<file path="config.mk">
export PLATFORM = sky130hd
export DESIGN_NAME = axis_dispatch4
export DESIGN_NICKNAME = d
export VERILOG_FILES = /design/src/rtl/axis_dispatch4_pkg.sv /design/src/rtl/axis_skid_arst.sv /design/src/rtl/axis_dispatch4.sv
export SDC_FILE = /design/constraint.sdc
export NUM_CORES = 1
export LEC_CHECK = 0
export BUFFER_PORTS_ARGS = -buffer_cell sky130_fd_sc_hd__buf_2
export CORE_ASPECT_RATIO = 0.8
export CORE_MARGIN = 1
export CORE_UTILIZATION = 49
export CTS_BUF_LIST = sky130_fd_sc_hd__clkbuf_4 sky130_fd_sc_hd__clkbuf_8 sky130_fd_sc_hd__clkbuf_16
export CTS_CLUSTER_DIAMETER = 40
export CTS_CLUSTER_SIZE = 28
export DETAILED_ROUTE_END_ITERATION = 16
export MAX_ROUTING_LAYER = met4
export PLACE_DENSITY_LB_ADDON = 0.05
export SLEW_MARGIN = 20
export SYNTH_ARGS = -nofsm -noshare
export SYNTH_HDL_FRONTEND = slang
export SYNTH_SLANG_ARGS = --single-unit
</file>
<file path="constraint.sdc">
create_clock -name clk -period 3.9 [get_ports clk]
set_input_delay 0 -clock clk [delete_from_list [all_inputs] [get_ports clk]]
set_output_delay 0 -clock clk [all_outputs]
set_load 0.01 [all_outputs]
</file>
<file path="src/rtl/axis_dispatch4_pkg.sv">
// Shared definitions for the axis_dispatch4 1-to-4 AXI-Stream dispatcher.
//   ROUTE_TDEST / ROUTE_RR : values of the ROUTE_MODE parameter
//   N_OUT                  : number of output streams
//   route_state_e          : packet-lock state of the routing FSM
//   rr_next()              : round-robin pointer advance (wraps 3 -> 0)
package axis_dispatch4_pkg;

    localparam int unsigned ROUTE_TDEST = 0;
    localparam int unsigned ROUTE_RR    = 1;
    localparam int unsigned N_OUT       = 4;

    typedef enum logic {
        ST_IDLE   = 1'b0,   // no packet open; next flit is a head flit
        ST_LOCKED = 1'b1    // mid-packet; route held in dest_q
    } route_state_e;

    function automatic logic [1:0] rr_next(input logic [1:0] ptr);
        return ptr + 2'd1;
    endfunction

endpackage

</file>
<file path="src/rtl/axis_skid_arst.sv">
// Two-entry AXI-Stream skid buffer with asynchronous active-low reset.
// Registered outputs and a registered s_ready (not full), giving full
// throughput with one cycle of latency.
//   clk, rst         : clock, async active-low reset (empties the buffer)
//   s_data/valid/ready : upstream side
//   m_data/valid/ready : downstream side, driven straight from registers
module axis_skid_arst #(
    parameter int unsigned DATA_WIDTH = 33
) (
    input  logic                  clk,
    input  logic                  rst,
    input  logic [DATA_WIDTH-1:0] s_data,
    input  logic                  s_valid,
    output logic                  s_ready,
    output logic [DATA_WIDTH-1:0] m_data,
    output logic                  m_valid,
    input  logic                  m_ready
);

    logic [DATA_WIDTH-1:0] main_q, skid_q;
    logic                  main_v, skid_v;
    logic                  wr, rd;

    // skid_v only ever sets while main_v is held, so skid_v alone means full
    assign s_ready = !skid_v;
    assign m_valid = main_v;
    assign m_data  = main_q;
    assign wr      = s_valid && !skid_v;
    assign rd      = main_v && m_ready;

    always_ff @(posedge clk or negedge rst) begin
        if (!rst) begin
            main_q <= '0;
            skid_q <= '0;
            main_v <= 1'b0;
            skid_v <= 1'b0;
        end else if (!main_v || rd) begin
            // output slot frees this cycle: refill from skid first to keep order
            if (skid_v) begin
                main_q <= skid_q;
                main_v <= 1'b1;
                skid_v <= 1'b0;
            end else begin
                main_v <= wr;
                if (wr) begin
                    main_q <= s_data;
                end
            end
        end else if (wr) begin
            skid_q <= s_data;
            skid_v <= 1'b1;
        end
    end

endmodule

</file>
<file path="src/rtl/axis_dispatch4.sv">
// 1-to-4 AXI-Stream dispatcher. Each input flit goes to one of four outputs,
// chosen by s_TDEST (ROUTE_MODE=0) or a strict round-robin pointer
// (ROUTE_MODE=1). With TLAST_ARB=1 the head flit's route is held until the
// TLAST flit transfers. PIPE_STAGE=1 inserts a 2-entry skid per output.
//   clk, rst                 : clock, async active-low reset
//   s_TDATA/TVALID/TREADY/TLAST/TDEST : input stream
//   mN_TDATA/TVALID/TREADY/TLAST      : output streams, N = 0..3
module axis_dispatch4
    import axis_dispatch4_pkg::*;
#(
    parameter int unsigned DATA_WIDTH = 32,
    parameter int unsigned PIPE_STAGE = 1,
    parameter int unsigned TLAST_ARB  = 1,
    parameter int unsigned ROUTE_MODE = ROUTE_TDEST
) (
    input  logic                  clk,
    input  logic                  rst,
    input  logic [DATA_WIDTH-1:0] s_TDATA,
    input  logic                  s_TVALID,
    output logic                  s_TREADY,
    input  logic                  s_TLAST,
    input  logic [1:0]            s_TDEST,
    output logic [DATA_WIDTH-1:0] m0_TDATA,
    output logic                  m0_TVALID,
    input  logic                  m0_TREADY,
    output logic                  m0_TLAST,
    output logic [DATA_WIDTH-1:0] m1_TDATA,
    output logic                  m1_TVALID,
    input  logic                  m1_TREADY,
    output logic                  m1_TLAST,
    output logic [DATA_WIDTH-1:0] m2_TDATA,
    output logic                  m2_TVALID,
    input  logic                  m2_TREADY,
    output logic                  m2_TLAST,
    output logic [DATA_WIDTH-1:0] m3_TDATA,
    output logic                  m3_TVALID,
    input  logic                  m3_TREADY,
    output logic                  m3_TLAST
);

    localparam int unsigned FW = DATA_WIDTH + 1;

    route_state_e     state_q, state_d;
    logic [1:0]       dest_q, dest_d;
    logic [1:0]       rr_q, rr_d;
    logic [1:0]       cand, sel;
    logic             undecided;
    logic             s_valid_g, s_xfer;
    logic [FW-1:0]    s_flit;
    logic [N_OUT-1:0] path_valid, path_ready, out_valid, out_ready;
    logic [FW-1:0]    out_flit [N_OUT];

    assign cand      = (ROUTE_MODE == ROUTE_RR) ? rr_q : s_TDEST;
    assign undecided = (TLAST_ARB == 0) || (state_q == ST_IDLE);
    assign sel       = undecided ? cand : dest_q;

    // rst gating keeps input ready and combinational outputs low in reset
    assign s_valid_g = s_TVALID && rst;
    assign s_TREADY  = rst && path_ready[sel];
    assign s_xfer    = s_valid_g && s_TREADY;
    assign s_flit    = {s_TLAST, s_TDATA};

    always_ff @(posedge clk or negedge rst) begin
        if (!rst) begin
            state_q <= ST_IDLE;
            dest_q  <= '0;
            rr_q    <= '0;
        end else begin
            state_q <= state_d;
            dest_q  <= dest_d;
            rr_q    <= rr_d;
        end
    end

    always_comb begin
        state_d = state_q;
        dest_d  = dest_q;
        rr_d    = rr_q;
        if (s_xfer) begin
            // a routing decision is made on every transfer while undecided
            if (undecided) begin
                rr_d = rr_next(rr_q);
            end
            if (TLAST_ARB != 0) begin
                unique case (state_q)
                    ST_IDLE: begin
                        if (!s_TLAST) begin
                            state_d = ST_LOCKED;
                            dest_d  = sel;
                        end
                    end
                    ST_LOCKED: begin
                        if (s_TLAST) begin
                            state_d = ST_IDLE;
                        end
                    end
                    default: state_d = ST_IDLE;
                endcase
            end
        end
    end

    assign out_ready = {m3_TREADY, m2_TREADY, m1_TREADY, m0_TREADY};

    for (genvar n = 0; n < N_OUT; n++) begin : g_path
        assign path_valid[n] = s_valid_g && (sel == 2'(n));

        if (PIPE_STAGE != 0) begin : g_skid
            axis_skid_arst #(
                .DATA_WIDTH (FW)
            ) u_skid (
                .clk     (clk),
                .rst     (rst),
                .s_data  (s_flit),
                .s_valid (path_valid[n]),
                .s_ready (path_ready[n]),
                .m_data  (out_flit[n]),
                .m_valid (out_valid[n]),
                .m_ready (out_ready[n])
            );
        end else begin : g_comb
            assign out_flit[n]   = s_flit;
            assign out_valid[n]  = path_valid[n];
            assign path_ready[n] = out_ready[n];
        end
    end

    assign m0_TDATA  = out_flit[0][DATA_WIDTH-1:0];
    assign m0_TLAST  = out_flit[0][DATA_WIDTH];
    assign m0_TVALID = out_valid[0];
    assign m1_TDATA  = out_flit[1][DATA_WIDTH-1:0];
    assign m1_TLAST  = out_flit[1][DATA_WIDTH];
    assign m1_TVALID = out_valid[1];
    assign m2_TDATA  = out_flit[2][DATA_WIDTH-1:0];
    assign m2_TLAST  = out_flit[2][DATA_WIDTH];
    assign m2_TVALID = out_valid[2];
    assign m3_TDATA  = out_flit[3][DATA_WIDTH-1:0];
    assign m3_TLAST  = out_flit[3][DATA_WIDTH];
    assign m3_TVALID = out_valid[3];

endmodule

</file>
==> flow_metrics.py <==
metrics = {
    "sta": {
        "fin_setup_tns_ns": 0,
        "setup-violations-final": 0,
        "fmax_mhz": 339,
        "worstMarginPinSlew_ns": 1.01,
        "layout_worst_path_cycle_share_pct": 75.6,
        "hold_viol": 0,
        "skew_ns": 0.0206,
        "slew_violations": 0,
        "slew_headroom_pct": 32.5,
        "period_needed_ns": 2.95,
        "fin_ws_ns": 0.951,
        "rsz0062_at_grt": "false",
    },
    "setup_path": {
        "cp_top_family": "multiplexers",
        "cp_slowest_stage_delay_ns": 0.60,
        "worst-path-stages": 5,
        "cp_cell_sequence": "mux2i_2, a31oi_1, a21oi_4, buf_4, mux2_2",
        "cp_max_fo": 18,
        "crit_type": "reg2reg",
        "cp.arrival_ns": 3.32,
        "endpoint_kind": "flip-flop",
        "cp_num_buf_inv": 1,
        "critPathLaunchType": "flip-flop",
        "critPathRequiredTime_ns": 4.27,
        "r2r_cells": 5,
        "crit_path_top_delay_cell": "mux2i_2",
    },
    "detailed_routing": {
        "drtAntennaViolNets": 0,
        "totalWireLength_um": 27900,
        "dr.pass1.iters": 4,
        "drc": 0,
        "viasPerCell": 5.39,
        "wl_per_cell_um": 21.0,
        "dr_total_vias": 7182,
        "drtIter0Drc": 379,
    },
    "placement": {
        "placedCellCount": 1227,
        "place.gp.congestion": 0.844,
        "dp_slack_ns": 0.937,
        "dp_hpwl_um": 18100,
        "port_buffers": 178,
    },
    "floorplanning": {
        "die_area_mm2": 0.0252,
        "die-width_um": 177,
        "start_util_pct": 50.7,
        "ios": 179,
        "std_cell_rows": 50,
        "core_area_mm2": 0.0238,
        "die_y_um": 142,
    },
    "yosys": {
        "ys_top_cells_by_count": "mux2_2, dfrtp_1, mux2_4",
        "synth_nets": 808,
        "synth_top_area_share_pct": 57.1,
        "syn_area_mm2": 0.0120,
        "async_reset_ff_share_pct": 100,
        "ys_seq_area_share_pct": 57.1,
        "synth-edff-count": 0,
        "netlist_top_cells_area": "dfrtp_1, mux2_2, mux2_4",
        "ys_seq_elements": 275,
        "avgSynthCellArea_um2": 15.7,
        "syn_inst": 766,
        "yosysMostFrequentCell": "mux2_2",
        "yosysTopAreaCell": "dfrtp_1",
        "ys_dominant_reg_cell": "dfrtp_1",
        "yosysUniqueCellTypes": 28,
        "synth-warning-count": 0,
    },
    "layout": {
        "regArea_mm2": 0.00689,
        "final_nets": 1037,
        "drive_above_1_share_pct": 65.9,
        "nFillCells": 1800,
        "stdcell_count": 1333,
        "multi_input_area_mm2": 0.00496,
        "fin_util_pct": 63.1,
        "syn_to_final_growth_pct": 24.6,
    },
    "cts": {
        "clock_latency_ns": 0.51,
        "clockBufferDepth": 3,
        "numCtsBuffers": 37,
        "root_buffer": "clkbuf_16",
        "tritoncts": "done",
        "htreeDepth": 2,
        "cts_num_sinks": 275,
        "clk_pin_slew_worst_paths_ns": 0.07,
        "post_cts_buffers": 0,
    },
    "pwr": {
        "powerDensity_mw_per_mm2": 714,
        "irDropWorstVdd_mv": 0.347,
        "leakage_nw": 7.14,
    },
    "status": {
        "run_status": "completed",
    },
    "global_route": {
        "grt_pass1_wl_um": 44800,
        "grt_pass1_vias": 7880,
        "track_usage_pct": 23.8,
        "antenna_found_initial": 1,
        "grt-ovfl-total": 0,
        "grt_max_degree": 178,
    },
    "hold_path": {
        "holdCritPathClass": "in2async",
    },
    "flow_run": {
        "maxCapViolations": 0,
    },
}
==> final timing paths <==
| kind | startpoint | end | slack [ns] |
|---|---|---|---|
| min | rst | g_path[0].g_skid.u_skid.skid_q[10] | 0.04 |
| max in group asynchronous | rst | g_path[1].g_skid.u_skid.skid_v | 2.82 |
| min in group clk | s_TVALID | g_path[3].g_skid.u_skid.m_valid | 0.11 |
| min reg2reg | g_path[1].g_skid.u_skid.skid_q[26] | g_path[1].g_skid.u_skid.skid_q[26] | 0.50 |
| max | state_q | g_path[1].g_skid.u_skid.m_data[18] | 0.95 |
| max reg2reg | state_q | g_path[1].g_skid.u_skid.m_data[18] | 0.95 |
==> logic make-up (layout without fill, tap and decap cells) <==
logic type / count (synthesis) / after routing / share of synthesized area, %
compound gates: 11 / 11 / 0.665
simple gates: 26 / 26 / 1.17
buf+inv: 49 / 303 / 2.14
flops: 275 / 275 / 57.1
other cells: 0 / 1 / 0
mux: 405 / 405 / 38.9
==> state kept, by name (all words and copies together) (netlist names) <==
register                      count
g_path.g_skid.u_skid.m_data     132
g_path.g_skid.u_skid.skid_q     132
g_path.g_skid.u_skid.m_valid      4
g_path.g_skid.u_skid.skid_v       4
dest_q                            2
state_q                           1
==> power by group <==
| group | switching [mW] | leakage [nW] | internal, mW |
|---|---|---|---|
| logic | 1.19 | 2.99 | 1.49 |
| registers | 0.596 | 3.51 | 3.91 |
| clock network | 1.33 | 0.637 | 2.20 |
==> worst register-to-register path, cell delays in order (launching register included) <==
cell and delay [ns]:
dfrtp_1 0.52, mux2i_2 0.60, a31oi_1 0.29, a21oi_4 0.59, buf_4 0.43, mux2_2 0.39
==> what timing repair did <==
action / 4_1_cts / 5_1_grt
gates resized for setup: 0 / 0
endpoints found under the hold margin: 334 / 0
hold buffers: 41 / 0
==> final cells by class <==
| cell class | instances | share of cell area (%) |
|---|---|---|
| sequential | 275 | 45.9 |
| multi-input combinational | 442 | 33.0 |
| inverter | 5 | 0.125 |
| antenna | 1 | 0.0167 |
| timing repair buffer | 234 | 9.63 |
| clock buffer | 42 | 6.58 |
| tap | 312 | 2.60 |
| clock inverter | 22 | 2.15 |
==> placed cells by master (no fill, tap or decap), types with 5 or more instances in the layout <==
cell type and instances:
inv_8 5, dlygate4sd3_1 40, dfrtp_1 271, bufinv_16 5, buf_4 14, nor2_1 6, mux2_2 368, clkbuf_16 37
mux2_4 31, nand2_1 9, buf_2 177, inv_1 5
==> per-stage QoR <==
step / hold slack, ns / area (um2) / total power [mW]
2_1_floorplan: -0.296 / 12000 / 5.99
3_3_place_gp: -0.119 / 13300 / 7.08
3_5_place_dp: -0.113 / 13300 / 7.22
4_1_cts: 0.0363 / 15000 / 10.8
5_1_grt: 0.0681 / 15000 / 11.3
6_report: 0.0391 / 15000 / 10.7
==> metal layers <==
layer	global-route usage [%]	vias up	routed length [um]
li1	-	3256	-
met1	33.0	3712	12900
met2	36.0	168	13000
met5	-	-	0
met4	6.79	0	505
met3	4.30	46	1480
Note: power is estimated with default switching activity, not from simulation.
